**src/rtl/heaa_pkg.sv**
```systemverilog
`default_nettype none
// ============================================================================
// heaa_pkg : shared widths, FSM states and counter helper for the HEAA accumulator
// Revision : 1.0
// ============================================================================
package heaa_pkg;

   localparam int DEFAULT_ADDER_LENGTH   = 32;
   localparam int DEFAULT_IMPRECISE_PART = 16;
   localparam int DEFAULT_COUNT_WIDTH    = 8;

   typedef enum logic [1:0] {
      IDLE = 2'd0,
      ACC  = 2'd1,
      DONE = 2'd2
   } heaa_state_e;

   // All-ones value of a w-bit saturating counter.
   function automatic longint unsigned count_max(input int w);
      return (64'd1 << w) - 64'd1;
   endfunction

   localparam longint unsigned DEFAULT_COUNT_MAX = count_max(DEFAULT_COUNT_WIDTH);

endpackage
`default_nettype wire

```
**src/rtl/heaa_addsub_core.sv**
```systemverilog
`default_nettype none
// ============================================================================
// heaa_addsub_core : exact negation followed by one HEAA approximate add step
// Revision : 1.0
// ============================================================================
module heaa_addsub_core
   import heaa_pkg::*;
#(
   parameter int ADDER_LENGTH   = DEFAULT_ADDER_LENGTH,
   parameter int IMPRECISE_PART = DEFAULT_IMPRECISE_PART
) (
   input  logic [ADDER_LENGTH-1:0] x,
   input  logic [ADDER_LENGTH-1:0] y,
   input  logic                    sub,
   output logic [ADDER_LENGTH-1:0] r,
   output logic                    flag_event
);

   localparam int HI_W = ADDER_LENGTH - IMPRECISE_PART;

   logic [ADDER_LENGTH-1:0] w_y_eff;
   logic                    w_carry_k;
   logic [HI_W:0]           w_hi_sum;

   assign w_y_eff   = sub ? (~y + ADDER_LENGTH'(1)) : y;
   assign w_carry_k = x[IMPRECISE_PART-1] & w_y_eff[IMPRECISE_PART-1];

   assign w_hi_sum = {1'b0, x[ADDER_LENGTH-1:IMPRECISE_PART]}
                   + {1'b0, w_y_eff[ADDER_LENGTH-1:IMPRECISE_PART]}
                   + (HI_W+1)'(w_carry_k);

   // Top approximate bit drops to 0 when both inputs are set; that carry goes up exactly.
   assign r = {w_hi_sum[HI_W-1:0],
               x[IMPRECISE_PART-1] ^ w_y_eff[IMPRECISE_PART-1],
               x[IMPRECISE_PART-2:0] | w_y_eff[IMPRECISE_PART-2:0]};

   assign flag_event = sub ? (~w_hi_sum[HI_W] & (|y)) : w_hi_sum[HI_W];

endmodule
`default_nettype wire

```
**src/rtl/heaa_accumulator.sv**
```systemverilog
`default_nettype none
// ============================================================================
// heaa_accumulator : packetised HEAA add/sub accumulator with valid/ready result
// Revision : 1.0
// ============================================================================
module heaa_accumulator
   import heaa_pkg::*;
#(
   parameter int ADDER_LENGTH   = DEFAULT_ADDER_LENGTH,
   parameter int IMPRECISE_PART = DEFAULT_IMPRECISE_PART,
   parameter int COUNT_WIDTH    = DEFAULT_COUNT_WIDTH
) (
   input  logic                    clk,
   input  logic                    rst,
   input  logic                    in_valid,
   output logic                    in_ready,
   input  logic [ADDER_LENGTH-1:0] in_data,
   input  logic                    in_sub,
   input  logic                    in_last,
   output logic                    out_valid,
   input  logic                    out_ready,
   output logic [ADDER_LENGTH-1:0] out_data,
   output logic                    out_flag,
   output logic [COUNT_WIDTH-1:0]  out_count
);

   localparam logic [COUNT_WIDTH-1:0] C_COUNT_MAX = COUNT_WIDTH'(count_max(COUNT_WIDTH));

   heaa_state_e             state_q, state_d;
   logic [ADDER_LENGTH-1:0] acc_q, acc_d;
   logic                    flag_q, flag_d;
   logic [COUNT_WIDTH-1:0]  count_q, count_d;

   logic [ADDER_LENGTH-1:0] w_sum;
   logic                    w_flag_event;
   logic                    w_accept;

   heaa_addsub_core #(
      .ADDER_LENGTH   (ADDER_LENGTH),
      .IMPRECISE_PART (IMPRECISE_PART)
   ) u_core (
      .x          (acc_q),
      .y          (in_data),
      .sub        (in_sub),
      .r          (w_sum),
      .flag_event (w_flag_event)
   );

   assign in_ready  = (state_q != DONE);
   assign out_valid = (state_q == DONE);
   assign out_data  = acc_q;
   assign out_flag  = flag_q;
   assign out_count = count_q;
   assign w_accept  = in_valid & in_ready;

   always_comb begin
      state_d = state_q;
      acc_d   = acc_q;
      flag_d  = flag_q;
      count_d = count_q;
      case (state_q)
         IDLE, ACC: begin
            if (w_accept) begin
               acc_d   = w_sum;
               flag_d  = flag_q | w_flag_event;
               count_d = (count_q == C_COUNT_MAX) ? count_q : count_q + COUNT_WIDTH'(1);
               state_d = in_last ? DONE : ACC;
            end
         end
         DONE: begin
            // Clearing here means IDLE always starts a packet from zero.
            if (out_ready) begin
               state_d = IDLE;
               acc_d   = '0;
               flag_d  = 1'b0;
               count_d = '0;
            end
         end
         default: begin
            state_d = IDLE;
            acc_d   = '0;
            flag_d  = 1'b0;
            count_d = '0;
         end
      endcase
   end

   always_ff @(posedge clk or posedge rst) begin
      if (rst) begin
         state_q <= IDLE;
         acc_q   <= '0;
         flag_q  <= 1'b0;
         count_q <= '0;
      end else begin
         state_q <= state_d;
         acc_q   <= acc_d;
         flag_q  <= flag_d;
         count_q <= count_d;
      end
   end

endmodule
`default_nettype wire

```
**config.mk**
```make
export PLATFORM = sky130hd
export DESIGN_NAME = heaa_accumulator
export DESIGN_NICKNAME = d
export VERILOG_FILES = /design/src/rtl/heaa_pkg.sv /design/src/rtl/heaa_addsub_core.sv /design/src/rtl/heaa_accumulator.sv
export SDC_FILE = /design/constraint.sdc
export NUM_CORES = 1
export LEC_CHECK = 0
export BUFFER_PORTS_ARGS = -buffer_cell sky130_fd_sc_hd__clkbuf_2
export CAP_MARGIN = 10
export CORE_MARGIN = 3
export CORE_UTILIZATION = 51
export DETAILED_ROUTE_END_ITERATION = 10
export PLACE_DENSITY = 0.74
export SLEW_MARGIN = 20
export SYNTH_ARGS = -nofsm -noshare
export SYNTH_HDL_FRONTEND = slang
export SYNTH_SLANG_ARGS = --single-unit
```
**constraint.sdc**
```tcl
create_clock -name clk -period 3.16 [get_ports clk]
set_clock_uncertainty 0.05 [all_clocks]
set_input_delay 0.632 -clock clk [delete_from_list [all_inputs] [get_ports clk]]
set_output_delay 0.632 -clock clk [all_outputs]
set_load 0.03 [all_outputs]
```
==> results_dict.tcl <==
set metrics [dict create \
    crit_path_end_kind "flip-flop" \
    multi_input_area_um2 2320 \
    internal_power_mw 1.92 \
    cts_sinks 43 \
    path_class "in2reg" \
    grt_pass1_vias 3453 \
    path_delay_family "compound AO/OA/AOI/OAI gates" \
    die_y_um 84.2 \
    ir_worst_vdd_mv 0.502 \
    area_growth_pct 51.4 \
    slowest_stage "or4_4" \
    outcome "complete, but fails checks" \
    cp-start-kind "primary input" \
    regArea_um2 1080 \
    power_frac_seq_pct 24.0 \
    r2r_start "out_data[15]" \
    syn-mean-instance-area_um2 8.71 \
    first_pass_iters 5 \
    worst_pin_slew_ns 0.822 \
    clockPowerShare_pct 10.5 \
    violations "negative setup slack" \
    vias 3589 \
    p_comb_share_pct 65.6 \
    cts_buffers 5 \
    layout_setup_ws_ns -0.450 \
    drt-initial-drc-count 283 \
    power_density_nw_per_um2 790 \
    final-setup-viol-count 12 \
    fp.dieW_um 84.2 \
    grt_pass1_wl_um 16200 \
    clkTransAtPathRegs_ns 0.10 \
    antenna_found_initial 0 \
    avgRoutedWirePerCell_um 18.2 \
    yosys_warnings 0 \
    relSlewSlack_pct 44.8 \
    finalHoldViolCount 0 \
    insertedDiodeCount 0 \
    clkLatencyLatePin_ns 0.31 \
    drc 0 \
    cts_hold_buf 0 \
    hold_class "in2async" \
    synth.area.top_cells "dfrtp_1 34%, xnor2_1 9.3%, ha_1 7.2%, nand2_1 5.9%, o21ai_0 5.1%" \
    synth_top_area_share_pct 34.5 \
    wirelength_um 10900 \
    ys.flop_type "dfrtp_1" \
    io_buffers 80 \
    hold_slack_ns 0.245 \
    clock_path_buffers 2 \
    syn_nets 416 \
    crit_chain "buf_6 -> or4_4 -> nor4_4 -> buf_4 -> nand2_8 -> buf_4 -> o31ai_4 -> xnor2_1 -> ha_1 -> o211ai_1 -> o211ai_1 -> o211ai_1 -> o41ai_2 -> xnor2_1 -> o21ai_1" \
    gp_congestion 0.983 \
    start_util_pct 54.6 \
    fillCellCount 336 \
    synth_cell_types 42 \
    finalPower_mw 3.73 \
    nNetsFinal 585 \
    grt.overflow.total 0 \
    slew_violations 0 \
    grt_use_total_pct 27.7 \
    drive_above_1_share_pct 43.9 \
    tns_ns -3.65 \
    crit_arrival_ns 3.73 \
    max_freq_mhz 277 \
    rsz0062_at_grt "true" \
    postSynth.asyncResetShare_pct 100 \
    power_leakage_nw 2.27 \
    synthCells 358 \
    fin_crit_ns 3.61 \
    critical_path_required_ns 3.28 \
    crit_fanout 4 \
    finalCritPeriodShare_pct 114 \
    cts_tree "built" \
    core_area_um2 5710 \
    grt_max_degree 28 \
    hpwl_um 7280 \
    cp-startpoint "in_data[12]" \
    rows 27 \
    syn_area_um2 3120 \
    io-pin-count 81 \
    critical_path.max_stage_delay_ns 0.59 \
    crit_path_frequent_cell "o211ai_1" \
    p_sw_mw 1.81 \
    cp.buffers_inverters 3 \
    utilization_pct 82.7 \
    drv_cap 0 \
    post_drt_via_cell_ratio 5.98 \
    antenna_left 0 \
    dieArea_um2 7090 \
    cts_max_level 2 \
    sw_frac_of_total_pct 48.4 \
    cts_root_buf "clkbuf_8" \
    synth-edff-count 0 \
    seq_area_frac_synth_pct 34.5 \
    synth-seq-cells 43 \
    synth_top_area_cell "dfrtp_1" \
]
## sequential cells by signal (all words and copies together) (netlist names)
register,flops
out_count,8
out_data,32
out_flag,1
state_q,2
## stage by stage
step / instance area (um^2) / std cells / setup slack [ns]
floorplan: 3250 / 358 / -0.357
detailed placement: 4310 / 582 / -0.700
global placement: 4310 / 582 / -0.608
CTS: 4540 / 594 / -0.265
global route: 4720 / 600 / -0.616
finish: 4720 / 600 / -0.450
## kinds of logic (layout without fill, tap and decap cells)
kind of cell / Yosys count / in the layout / share of synthesized area (%)
DFF: 43 / 43 / 34.5
adders and majority gates: 20 / 20 / 8.50
and+or+nand+nor: 121 / 121 / 18.7
AOI/OAI and AO/OA: 103 / 103 / 21.3
buffers and inverters: 19 / 189 / 2.37
xor gates and xnor gates: 49 / 49 / 13.8
muxes: 3 / 3 / 0.963
## final cells by class
cell class                 instances  share of cell area [%]
sequential                        43                    22.8
timing repair buffer             171                    23.4
clock inverter                     3                   0.556
inverter                          10                   0.795
tap                               72                    1.91
multi-input combinational        296                    49.1
clock buffer                       5                    1.46
## power groups by stage
stage	logic (mW)	clock network, mW	registers, mW
after floorplan	0.966	0	1.20
after global placement	2.04	0	0.888
after detailed placement	2.09	0	0.894
after CTS	2.22	0.389	0.885
after global routing	2.60	0.417	0.916
final	2.44	0.390	0.894
## path summary, 6_finish.rpt
| path | to | slack (ns) | cells after the start |
|---|---|---|---|
| min in group clk | out_data[11] | 0.45 | 2 |
| max in group asynchronous | out_data[8] | 2.09 | 3 |
| max | out_data[31] | -0.45 | 15 |
| min | out_data[29] | 0.25 | 2 |
| min reg2reg | out_data[11] | 0.45 | 2 |
| max reg2reg | out_data[28] | 0.59 | 9 |
## layout by cell type (no fill, tap or decap), types with 3 or more instances in the layout
cell      synthesis  routed
buf_4             0      89
clkbuf_2          0      78
nand2_1          49      47
dfrtp_1          43      43
nor2_1           32      32
xnor2_1          33      31
o21ai_0          32      21
a21oi_1          28      20
xor2_1           16      16
ha_1             18      15
nand3_1          15      12
inv_1            10       8
o21ai_1           1       8
a21oi_2           0       8
and3_1            7       7
a21o_1            5       5
clkbuf_8          0       5
o31ai_1          10       4
o41ai_2           3       4
o211ai_1          4       4
o21ai_2           0       4
o31ai_4           0       4
buf_6             0       4
nand4_1           3       3
nand2b_1          3       3
nor4_4            1       3
or4_4             3       3
mux2i_1           3       3
o41ai_4           0       3
## cell usage after synthesis (3+ instances only)
cell type	number
a21o_1	5
a21oi_1	28
and3_1	7
clkbuf_1	7
dfrtp_1	43
ha_1	18
inv_1	10
mux2i_1	3
nand2_1	49
nand2b_1	3
nand3_1	15
nand4_1	3
nor2_1	32
o211ai_1	4
o21ai_0	32
o31ai_1	10
o41ai_1	6
o41ai_2	3
or4_4	3
xnor2_1	33
xor2_1	16
## routing by layer
metal,GRT usage (%),part of all wire (%)
met5,0,0
met4,8.92,2.7
met3,5.30,8.5
met2,48.4,50
met1,34.5,39
## timing repair
item                                    4_1_cts  5_1_grt
endpoints found under the hold margin         0        0
resized for setup                            17       31
pin swaps                                    11       21
buffers inserted                              4        6
endpoints found under the setup margin       10       13
Power figures use the tool's default switching activity.
